### src/rtl/uart_fifo_tx_if.sv
// uart_fifo_tx_if: read side of the TX FIFO as seen by the UART transmitter.
// Signals: fifo_empty (FIFO empty flag), fifo_data (head word), fifo_rd (pop strobe).
// Modports: master = transmitter (pops words), slave = FIFO (supplies them).
interface uart_fifo_tx_if #(
   parameter int DBIT = 8
);
   logic            fifo_empty;
   logic [DBIT-1:0] fifo_data;
   logic            fifo_rd;

   modport master (
      input  fifo_empty,
      input  fifo_data,
      output fifo_rd
   );

   modport slave (
      output fifo_empty,
      output fifo_data,
      input  fifo_rd
   );
endinterface

### src/rtl/uart_fifo_tx.sv
// uart_fifo_tx: pops one FIFO word per frame and sends it LSB-first with start,
// optional parity and stop bits, timed by a 16x oversampling baud tick.
// Ports: clk, reset (async, active-low), s_tick (baud tick),
//   fifo (uart_fifo_tx_if.master: fifo_empty/fifo_data in, fifo_rd out),
//   tx (serial line, idles high), tx_busy (not idle), tx_done (frame end pulse).
module uart_fifo_tx #(
   parameter int DBIT    = 8,
   parameter int SB_TICK = 16,
   parameter int PARITY  = 0
) (
   input  logic           clk,
   input  logic           reset,
   input  logic           s_tick,
   uart_fifo_tx_if.master fifo,
   output logic           tx,
   output logic           tx_busy,
   output logic           tx_done
);

   localparam int NW = (DBIT > 1) ? $clog2(DBIT) : 1;
   localparam logic [NW-1:0] N_LAST = NW'(DBIT - 1);
   localparam logic [4:0] S_LAST  = 5'd15;
   localparam logic [4:0] SB_LAST = 5'(SB_TICK - 1);
   localparam logic       ODD     = (PARITY == 2);
   localparam logic       HAS_PAR = (PARITY != 0);

   typedef enum logic [2:0] {
      IDLE,
      START,
      DATA,
      PAR,
      STOP
   } state_t;

   state_t          state;
   state_t          state_n;
   logic [4:0]      s;
   logic [4:0]      s_n;
   logic [NW-1:0]   n;
   logic [NW-1:0]   n_n;
   logic [DBIT-1:0] sh;
   logic [DBIT-1:0] sh_n;
   logic            par;
   logic            par_n;
   logic            tx_n;
   logic            rd_n;
   logic            done_n;
   logic            rd_q;

   // State and registered outputs; reset drops an in-flight frame.
   always_ff @(posedge clk or negedge reset) begin
      if (!reset) begin
         state   <= IDLE;
         s       <= '0;
         n       <= '0;
         sh      <= '0;
         par     <= 1'b0;
         tx      <= 1'b1;
         rd_q    <= 1'b0;
         tx_done <= 1'b0;
      end else begin
         state   <= state_n;
         s       <= s_n;
         n       <= n_n;
         sh      <= sh_n;
         par     <= par_n;
         tx      <= tx_n;
         rd_q    <= rd_n;
         tx_done <= done_n;
      end
   end

   // Next-state logic; the tick is only honoured outside IDLE.
   always_comb begin
      state_n = state;
      s_n     = s;
      n_n     = n;
      sh_n    = sh;
      par_n   = par;
      unique case (state)
         IDLE: begin
            if (!fifo.fifo_empty) begin
               sh_n    = fifo.fifo_data;
               par_n   = (^fifo.fifo_data) ^ ODD;
               s_n     = '0;
               state_n = START;
            end
         end
         START: begin
            if (s_tick) begin
               if (s == S_LAST) begin
                  s_n     = '0;
                  n_n     = '0;
                  state_n = DATA;
               end else begin
                  s_n = s + 5'd1;
               end
            end
         end
         DATA: begin
            if (s_tick) begin
               if (s == S_LAST) begin
                  s_n  = '0;
                  sh_n = sh >> 1;
                  if (n == N_LAST) begin
                     state_n = HAS_PAR ? PAR : STOP;
                  end else begin
                     n_n = n + 1'b1;
                  end
               end else begin
                  s_n = s + 5'd1;
               end
            end
         end
         PAR: begin
            if (s_tick) begin
               if (s == S_LAST) begin
                  s_n     = '0;
                  state_n = STOP;
               end else begin
                  s_n = s + 5'd1;
               end
            end
         end
         STOP: begin
            if (s_tick) begin
               if (s == SB_LAST) begin
                  s_n     = '0;
                  state_n = IDLE;
               end else begin
                  s_n = s + 5'd1;
               end
            end
         end
         default: begin
            state_n = IDLE;
         end
      endcase
   end

   // tx follows the next state so the line moves on the same edge.
   always_comb begin
      tx_n = 1'b1;
      unique case (state_n)
         START:   tx_n = 1'b0;
         DATA:    tx_n = sh_n[0];
         PAR:     tx_n = par_n;
         default: tx_n = 1'b1;
      endcase
      rd_n   = (state == IDLE) && (state_n == START);
      done_n = (state == STOP) && (state_n == IDLE);
   end

   assign fifo.fifo_rd = rd_q;
   assign tx_busy      = (state != IDLE);

endmodule

### src/flat_wrapper.sv
// flat-port wrapper written by rule: the top's interface ports become plain ports
module uart_fifo_tx_flat 
#(
   parameter int DBIT    = 8,
   parameter int SB_TICK = 16,
   parameter int PARITY  = 0
)
  (clk, reset, s_tick, tx, tx_busy, tx_done, fifo_fifo_empty, fifo_fifo_data, fifo_fifo_rd);
  uart_fifo_tx_if #(.DBIT(DBIT)) fifo_i ();
  input  logic clk;
  input  logic reset;
  input  logic s_tick;
  output logic tx;
  output logic tx_busy;
  output logic tx_done;
  input wire logic [$bits(fifo_i.fifo_empty)-1:0] fifo_fifo_empty;
  input wire logic [$bits(fifo_i.fifo_data)-1:0] fifo_fifo_data;
  output wire logic [$bits(fifo_i.fifo_rd)-1:0] fifo_fifo_rd;
  assign fifo_i.fifo_empty = fifo_fifo_empty;
  assign fifo_i.fifo_data = fifo_fifo_data;
  assign fifo_fifo_rd = fifo_i.fifo_rd;
  uart_fifo_tx #(.DBIT(DBIT), .SB_TICK(SB_TICK), .PARITY(PARITY)) u_core (.clk(clk), .reset(reset), .s_tick(s_tick), .fifo(fifo_i), .tx(tx), .tx_busy(tx_busy), .tx_done(tx_done));
endmodule
### config.mk
export PLATFORM = sky130hd
export DESIGN_NAME = uart_fifo_tx_flat
export DESIGN_NICKNAME = d
export VERILOG_FILES = /design/src/rtl/uart_fifo_tx_if.sv /design/src/rtl/uart_fifo_tx.sv /design/src/flat_wrapper.sv
export SDC_FILE = /design/constraint.sdc
export NUM_CORES = 1
export LEC_CHECK = 0
export BUFFER_PORTS_ARGS = -buffer_cell sky130_fd_sc_hd__buf_2
export CORE_MARGIN = 4
export CORE_UTILIZATION = 55
export CTS_CLUSTER_DIAMETER = 120
export DETAILED_ROUTE_END_ITERATION = 7
export PLACE_DENSITY = 0.85
export REMOVE_ABC_BUFFERS = 1
export SLEW_MARGIN = 20
export SYNTH_ARGS = -nofsm -noshare
export SYNTH_HDL_FRONTEND = slang
export SYNTH_SLANG_ARGS = --single-unit
export TNS_END_PERCENT = 100
### constraint.sdc
create_clock -name clk -period 2.3 [get_ports clk]
set_clock_uncertainty 0.1 [all_clocks]
set_input_delay 0.46 -clock clk [delete_from_list [all_inputs] [get_ports clk]]
set_output_delay 0.46 -clock clk [all_outputs]
set_load 0.005 [all_outputs]
==> flow_metrics.py, run 1 <==
metrics = {
    "final_layout": {
        "regArea_um2": 577,
        "multi_input_area_um2": 596,
        "area_growth_pct": 11.3,
        "drive_above_1_share_pct": 20.3,
        "diodes": 0,
        "nets": 154,
        "final_util_pct": 66.9,
        "n_fill_cell": 150,
    },
    "sta": {
        "fmax_mhz": 506,
        "drv_slew": 0,
        "rsz0062_at_grt": "false",
        "setup_viol_count_final": 0,
        "post-route-period-util_pct": 85.9,
        "fin_hold_ws_ns": 0.276,
        "tightestPinTransition_ns": 0.538,
        "min_period_ns": 1.98,
        "relSlewSlack_pct": 63.9,
        "hold_viol_final": 0,
        "finalSetupTns_ns": 0,
    },
    "floorplan": {
        "placementRows": 16,
        "die_w_um": 55,
        "die_y_um": 55,
        "start_util_pct": 60.1,
        "die_area_mm2": 0.00303,
        "io_pins": 16,
        "core_area_mm2": 0.00202,
    },
    "synth": {
        "synth-edff-count": 0,
        "synth-compound-area-share_pct": 18.4,
        "ys_ff_latch": 23,
        "yosysMostFrequentCell": "dfrtp_1",
        "synth_flop_cell": "dfrtp_1",
        "synth_top_family_by_area": "simple AND/OR/NAND/NOR gates",
        "synth_area_mm2": 0.00121,
        "synth-xor-area-share_pct": 5.77,
        "synth_common_cells": "dfrtp_1, nand2_1, xnor2_1, o21ai_0",
        "synth_mux_area_share_pct": 2.57,
        "yosys.area_share.simple_pct": 19.2,
        "synth.largest_area_cell": "dfrtp_1",
        "synth_top_area_share_pct": 45.3,
        "synthCells": 120,
        "yosysWarnings": 0,
        "avgSynthCellArea_um2": 10.1,
        "synth_area_leaders": "dfrtp_1, nand2_1, xnor2_1",
        "synth_fa_ha_area_share_pct": 3.09,
        "synthDistinctLibCells": 39,
        "synth_seq_area_share_pct": 47.5,
        "synthArstFlopShare_pct": 100,
    },
    "worst_setup_path": {
        "worstPathCellList": "nor2_1 > nand2_1 > buf_2",
        "crit_family": "flip-flops",
        "r2r_setup_slack_ns": 0.38,
        "slowest_stage": "dfrtp_1",
        "path_max_fanout": 12,
        "worstSetupPathType": "flip-flop to primary output",
        "cp.required_ns": 1.74,
        "max_stage_delay_ns": 0.55,
        "cp-start-kind": "flip-flop",
        "critPathCaptureType": "primary output",
        "r2r_start": "u_core.s[0]",
        "rr_endpoint": "u_core.n[0]",
        "r2r_cells": 5,
        "arrival_ns": 1.42,
        "cp_num_buf_inv": 1,
    },
    "global_routing": {
        "grt_pass1_wl_um": 4060,
        "first_global_vias": 986,
        "antenna_found_initial": 0,
        "grt_max_degree": 24,
        "overflow": 0,
        "grtUsageTotal_pct": 19.0,
    },
    "power": {
        "power.density_mw_per_mm2": 906,
        "ir_drop_v": 0.000581,
        "leakagePower_nw": 0.618,
    },
    "routing": {
        "routed-via-count": 951,
        "dr.first_iter.drc_count": 8,
        "drt_wl_total_um": 2330,
        "wl_per_cell_um": 14.1,
        "drt-pass1-iter-count": 4,
        "drc": 0,
        "ant_nets": 0,
        "vias_per_cell": 5.76,
    },
    "hold_path": {
        "hold_path.class": "primary input to flip-flop",
        "whs_path_depth": 3,
        "min_from": "fifo_fifo_data[7]",
        "whs_endpoint": "u_core.sh[7]",
    },
    "placed_design": {
        "place.gp.congestion": 0.771,
        "dpl.hpwl_um": 1710,
        "portBuffers": 15,
    },
    "clock_network": {
        "htreeDepth": 1,
        "cts-resized-gates": 0,
        "cts-root-buf": "clkbuf_4",
        "cts_tree": "done",
        "clk_latency_ns": 0.31,
        "cts-hold-fix-buffers": 1,
        "cts_buffers": 3,
        "clockBufferDepth": 2,
        "cts.clk_slew.worst_paths_ns": 0.12,
        "numClockSinks": 23,
        "cts_setup_buffers": 0,
    },
    "run_status": {
        "outcome": "finished clean",
    },
    "job": {
        "drv_cap": 0,
    },
}
cell families after synthesis:
kind of cell,count (synthesis)
adders and majority gates,3
DFF,23
buffers and inverters,9
AOI/OAI and AO/OA,31
and+or+nand+nor,43
xor gates and xnor gates,8
muxes,3
layer usage:
metal	track usage (%)	routed length [µm]	vias up	share of wire (%)
met5	0	0	-	0
met4	11.7	46	0	2.0
met3	3.22	124	5	5.3
met2	31.9	1110	30	48
met1	22.5	1050	452	45
li1	-	-	464	-
area by class of cell:
type | instances | share of cell area, %
clock buffer | 3 | 1.67
inverter | 5 | 1.39
timing repair buffer | 18 | 7.40
sequential | 23 | 42.6
clock inverter | 1 | 0.370
tap | 27 | 2.50
multi-input combinational | 88 | 44.0
worst register-to-register path, cell delays in order (launching register included):
cell     delay (ns)
dfrtp_1        0.40
ha_1           0.25
and4b_1        0.31
nand3_1        0.15
or2_2          0.34
mux2_2         0.27
where the power goes:
part           switching [mW]  internal [mW]
combinational           0.203          0.184
clock                   0.121         0.0651
sequential              0.114          0.537
worst max path at each step:
stage,from,end,depth (start not counted)
after CTS,u_core.state[0],tx_busy,3
after global placement,u_core.n[0],u_core.n[0],6
after global routing,u_core.state[0],tx_busy,3
final,u_core.state[0],tx_busy,3
after floorplan,u_core.state[2],u_core.tx,4
after detailed placement,u_core.s[0],u_core.n[0],5
through the flow:
stage               cells  instance area [µm²]  total power, mW  worst slack [ns]
detailed placement    160                 1320             1.04             0.388
global placement      160                 1320             1.01             0.490
floorplan             116                 1190            0.919             0.400
global route          165                 1350             1.33             0.266
finish                165                 1350             1.22             0.324
CTS                   165                 1350             1.23             0.346
sequential cells by signal (all words and copies together) (netlist names):
| name | count |
|---|---|
| u_core.fifo.fifo_rd | 1 |
| u_core.tx | 1 |
| u_core.par | 1 |
| u_core.state | 3 |
| u_core.n | 3 |
| u_core.sh | 8 |
| u_core.tx_done | 1 |
| u_core.s | 5 |
cells in the final DEF (no fill, tap or decap), types with 2 or more instances in the layout:
| cell | Yosys | routed |
|---|---|---|
| a21oi_1 | 6 | 6 |
| nor2_1 | 5 | 5 |
| nor2b_1 | 2 | 2 |
| a22oi_1 | 6 | 6 |
| clkbuf_4 | 0 | 3 |
| nand2_1 | 19 | 19 |
| dfrtp_1 | 22 | 22 |
| a22o_1 | 2 | 2 |
| buf_4 | 0 | 2 |
| ha_1 | 3 | 3 |
| o21ai_0 | 7 | 7 |
| nand3_1 | 5 | 5 |
| mux2i_1 | 2 | 2 |
| and2_1 | 2 | 2 |
| inv_1 | 5 | 5 |
| xnor2_1 | 8 | 8 |
| buf_2 | 1 | 15 |
No activity file was read; power rests on OpenSTA's default activity.
==> inputs of run 2 (changes only) <==
--- a/config.mk
+++ b/config.mk
@@ -7,10 +7,10 @@
 export LEC_CHECK = 0
 export BUFFER_PORTS_ARGS = -buffer_cell sky130_fd_sc_hd__buf_2
 export CORE_MARGIN = 4
-export CORE_UTILIZATION = 55
+export CORE_UTILIZATION = 52
 export CTS_CLUSTER_DIAMETER = 120
 export DETAILED_ROUTE_END_ITERATION = 7
-export PLACE_DENSITY = 0.85
+export PLACE_DENSITY = 0.81
 export REMOVE_ABC_BUFFERS = 1
 export SLEW_MARGIN = 20
 export SYNTH_ARGS = -nofsm -noshare
==> flow_metrics.py, run 2 (synthesis results as in run 1) <==
metrics = {
    "floorplan": {
        "die_area_mm2": 0.00317,
        "placementRows": 17,
        "die_y_um": 56.3,
        "start_util_pct": 54.9,
        "core_area_mm2": 0.00221,
        "io_pins": 16,
        "die_w_um": 56.3,
    },
    "power": {
        "power.share.sequential_pct": 53.3,
        "leakagePower_nw": 0.613,
        "power.density_mw_per_mm2": 902,
        "ir_drop_v": 0.000541,
        "internal-power_mw": 0.784,
        "power_mw": 1.21,
        "p_sw_mw": 0.428,
        "sw_frac_of_total_pct": 35.3,
        "p_clk_share_pct": 15.5,
        "pwr-share-comb_pct": 31.2,
    },
    "final_layout": {
        "largest-register": "u_core.sh",
        "final_common_cell": "dfrtp_1",
        "drive_above_1_share_pct": 20.4,
        "final_util_pct": 60.7,
        "final_cell_mix": "dfrtp_1, nand2_1, buf_2",
        "largestRegisters": "u_core.sh x8, u_core.s x5",
        "largest_register_ffs": 8,
        "area_growth_pct": 10.6,
        "nets": 153,
        "stdcell_area_mm2": 0.00134,
        "fin_cells": 165,
        "diodes": 0,
    },
    "worst_setup_path": {
        "rr_endpoint": "u_core.n[0]",
        "cp_num_buf_inv": 1,
        "r2r_cells": 6,
        "crit_path_start": "u_core.state[0]",
        "worstSetupPathType": "flip-flop to primary output",
        "path_max_fanout": 12,
        "arrival_ns": 1.39,
        "critPathCaptureType": "primary output",
        "r2r_setup_slack_ns": 0.41,
        "crit_path_end": "tx_busy",
        "worstPathCellList": "nor2_1 > nand2_1 > buf_2",
        "slowest_stage": "dfrtp_1",
        "cp.required_ns": 1.74,
        "cp-start-kind": "flip-flop",
        "cp.depth": 3,
        "r2r_start": "u_core.n[0]",
        "crit_family": "flip-flops",
        "max_stage_delay_ns": 0.53,
    },
    "run_status": {
        "violations": "hold timing",
        "outcome": "complete, but fails checks",
    },
    "global_routing": {
        "grt_max_degree": 24,
        "overflow": 0,
        "grtUsageTotal_pct": 15.5,
        "first_global_vias": 893,
        "antenna_found_initial": 0,
        "grt_pass1_wl_um": 3910,
    },
    "clock_network": {
        "cts_tree": "done",
        "numClockSinks": 23,
        "cts_setup_buffers": 0,
        "cts_buffers": 3,
        "cts-hold-fix-buffers": 0,
        "htreeDepth": 1,
        "clk_latency_ns": 0.31,
        "cts.clk_slew.worst_paths_ns": 0.13,
        "clockBufferDepth": 2,
        "cts-root-buf": "clkbuf_4",
        "cts-resized-gates": 0,
    },
    "sta": {
        "fin_hold_ws_ns": -0.00848,
        "post-route-period-util_pct": 84.8,
        "hold_viol_final": 15,
        "rsz0062_at_grt": "false",
        "min_period_ns": 1.95,
        "finalSetupTns_ns": 0,
        "setup_viol_count_final": 0,
        "drv_slew": 0,
        "relSlewSlack_pct": 65.2,
        "finalWorstSetupSlack_ns": 0.351,
        "tightestPinTransition_ns": 0.519,
        "fmax_mhz": 513,
    },
    "routing": {
        "drc": 0,
        "vias_per_cell": 5.60,
        "ant_nets": 0,
        "wl_per_cell_um": 12.9,
        "drt-pass1-iter-count": 4,
        "dr.first_iter.drc_count": 14,
        "routed-via-count": 924,
        "drt_wl_total_um": 2130,
    },
    "placed_design": {
        "portBuffers": 15,
        "place.gp.congestion": 0.784,
        "dpl.hpwl_um": 1640,
        "place_area_mm2": 0.00132,
        "post-place-cells": 161,
        "post-place-ws_ns": 0.426,
    },
    "job": {
        "drv_cap": 0,
    },
    "hold_path": {
        "hold_path.class": "primary input to async pin",
    },
}
==> run 2: changes by cell type in the layout (fill, tap and decap cells not counted), sizes merged <==
cell and delta:
dlygate4sd3 -1
==> run 2: worst min-delay path by stage <==
stage	start	endpoint	slack, ns	cells past startpoint
after floorplan	reset	u_core.fifo.fifo_rd	0.06	0
after global placement	reset	u_core.s[3]	0.35	1
after detailed placement	reset	u_core.s[3]	0.36	1
after CTS	reset	u_core.s[3]	0.0004	1
after global routing	reset	u_core.state[0]	0.01	1
final	reset	u_core.s[2]	-0.008	1
==> run 2: cell type report <==
cell class | instances | area [µm²]
flip-flops and latches | 23 | 577
well taps | 28 | 35.0
repair buffers | 17 | 90.1
clock buffers | 3 | 22.5
fillers | 206 | 868
clock inverters | 1 | 5.00
inverters | 5 | 18.8
multi-input cells | 88 | 596
==> run 2: per-layer routing <==
metal / routed length (µm) / GRT usage, % / up-vias
met5: 0 / 0 / -
met1: 1010 / 21.9 / 446
met4: 28 / 5.08 / 0
met3: 80 / 2.99 / 4
li1: - / - / 459
met2: 1020 / 23.7 / 15
==> run 2: power by group through the flow <==
stage          logic [mW]  registers [mW]  clock network, mW
2_1_floorplan       0.290           0.628                  0
3_3_place_gp        0.366           0.645                  0
3_5_place_dp        0.385           0.651                  0
4_1_cts             0.386           0.644              0.195
5_1_grt             0.440           0.666              0.217
6_report            0.379           0.646              0.188
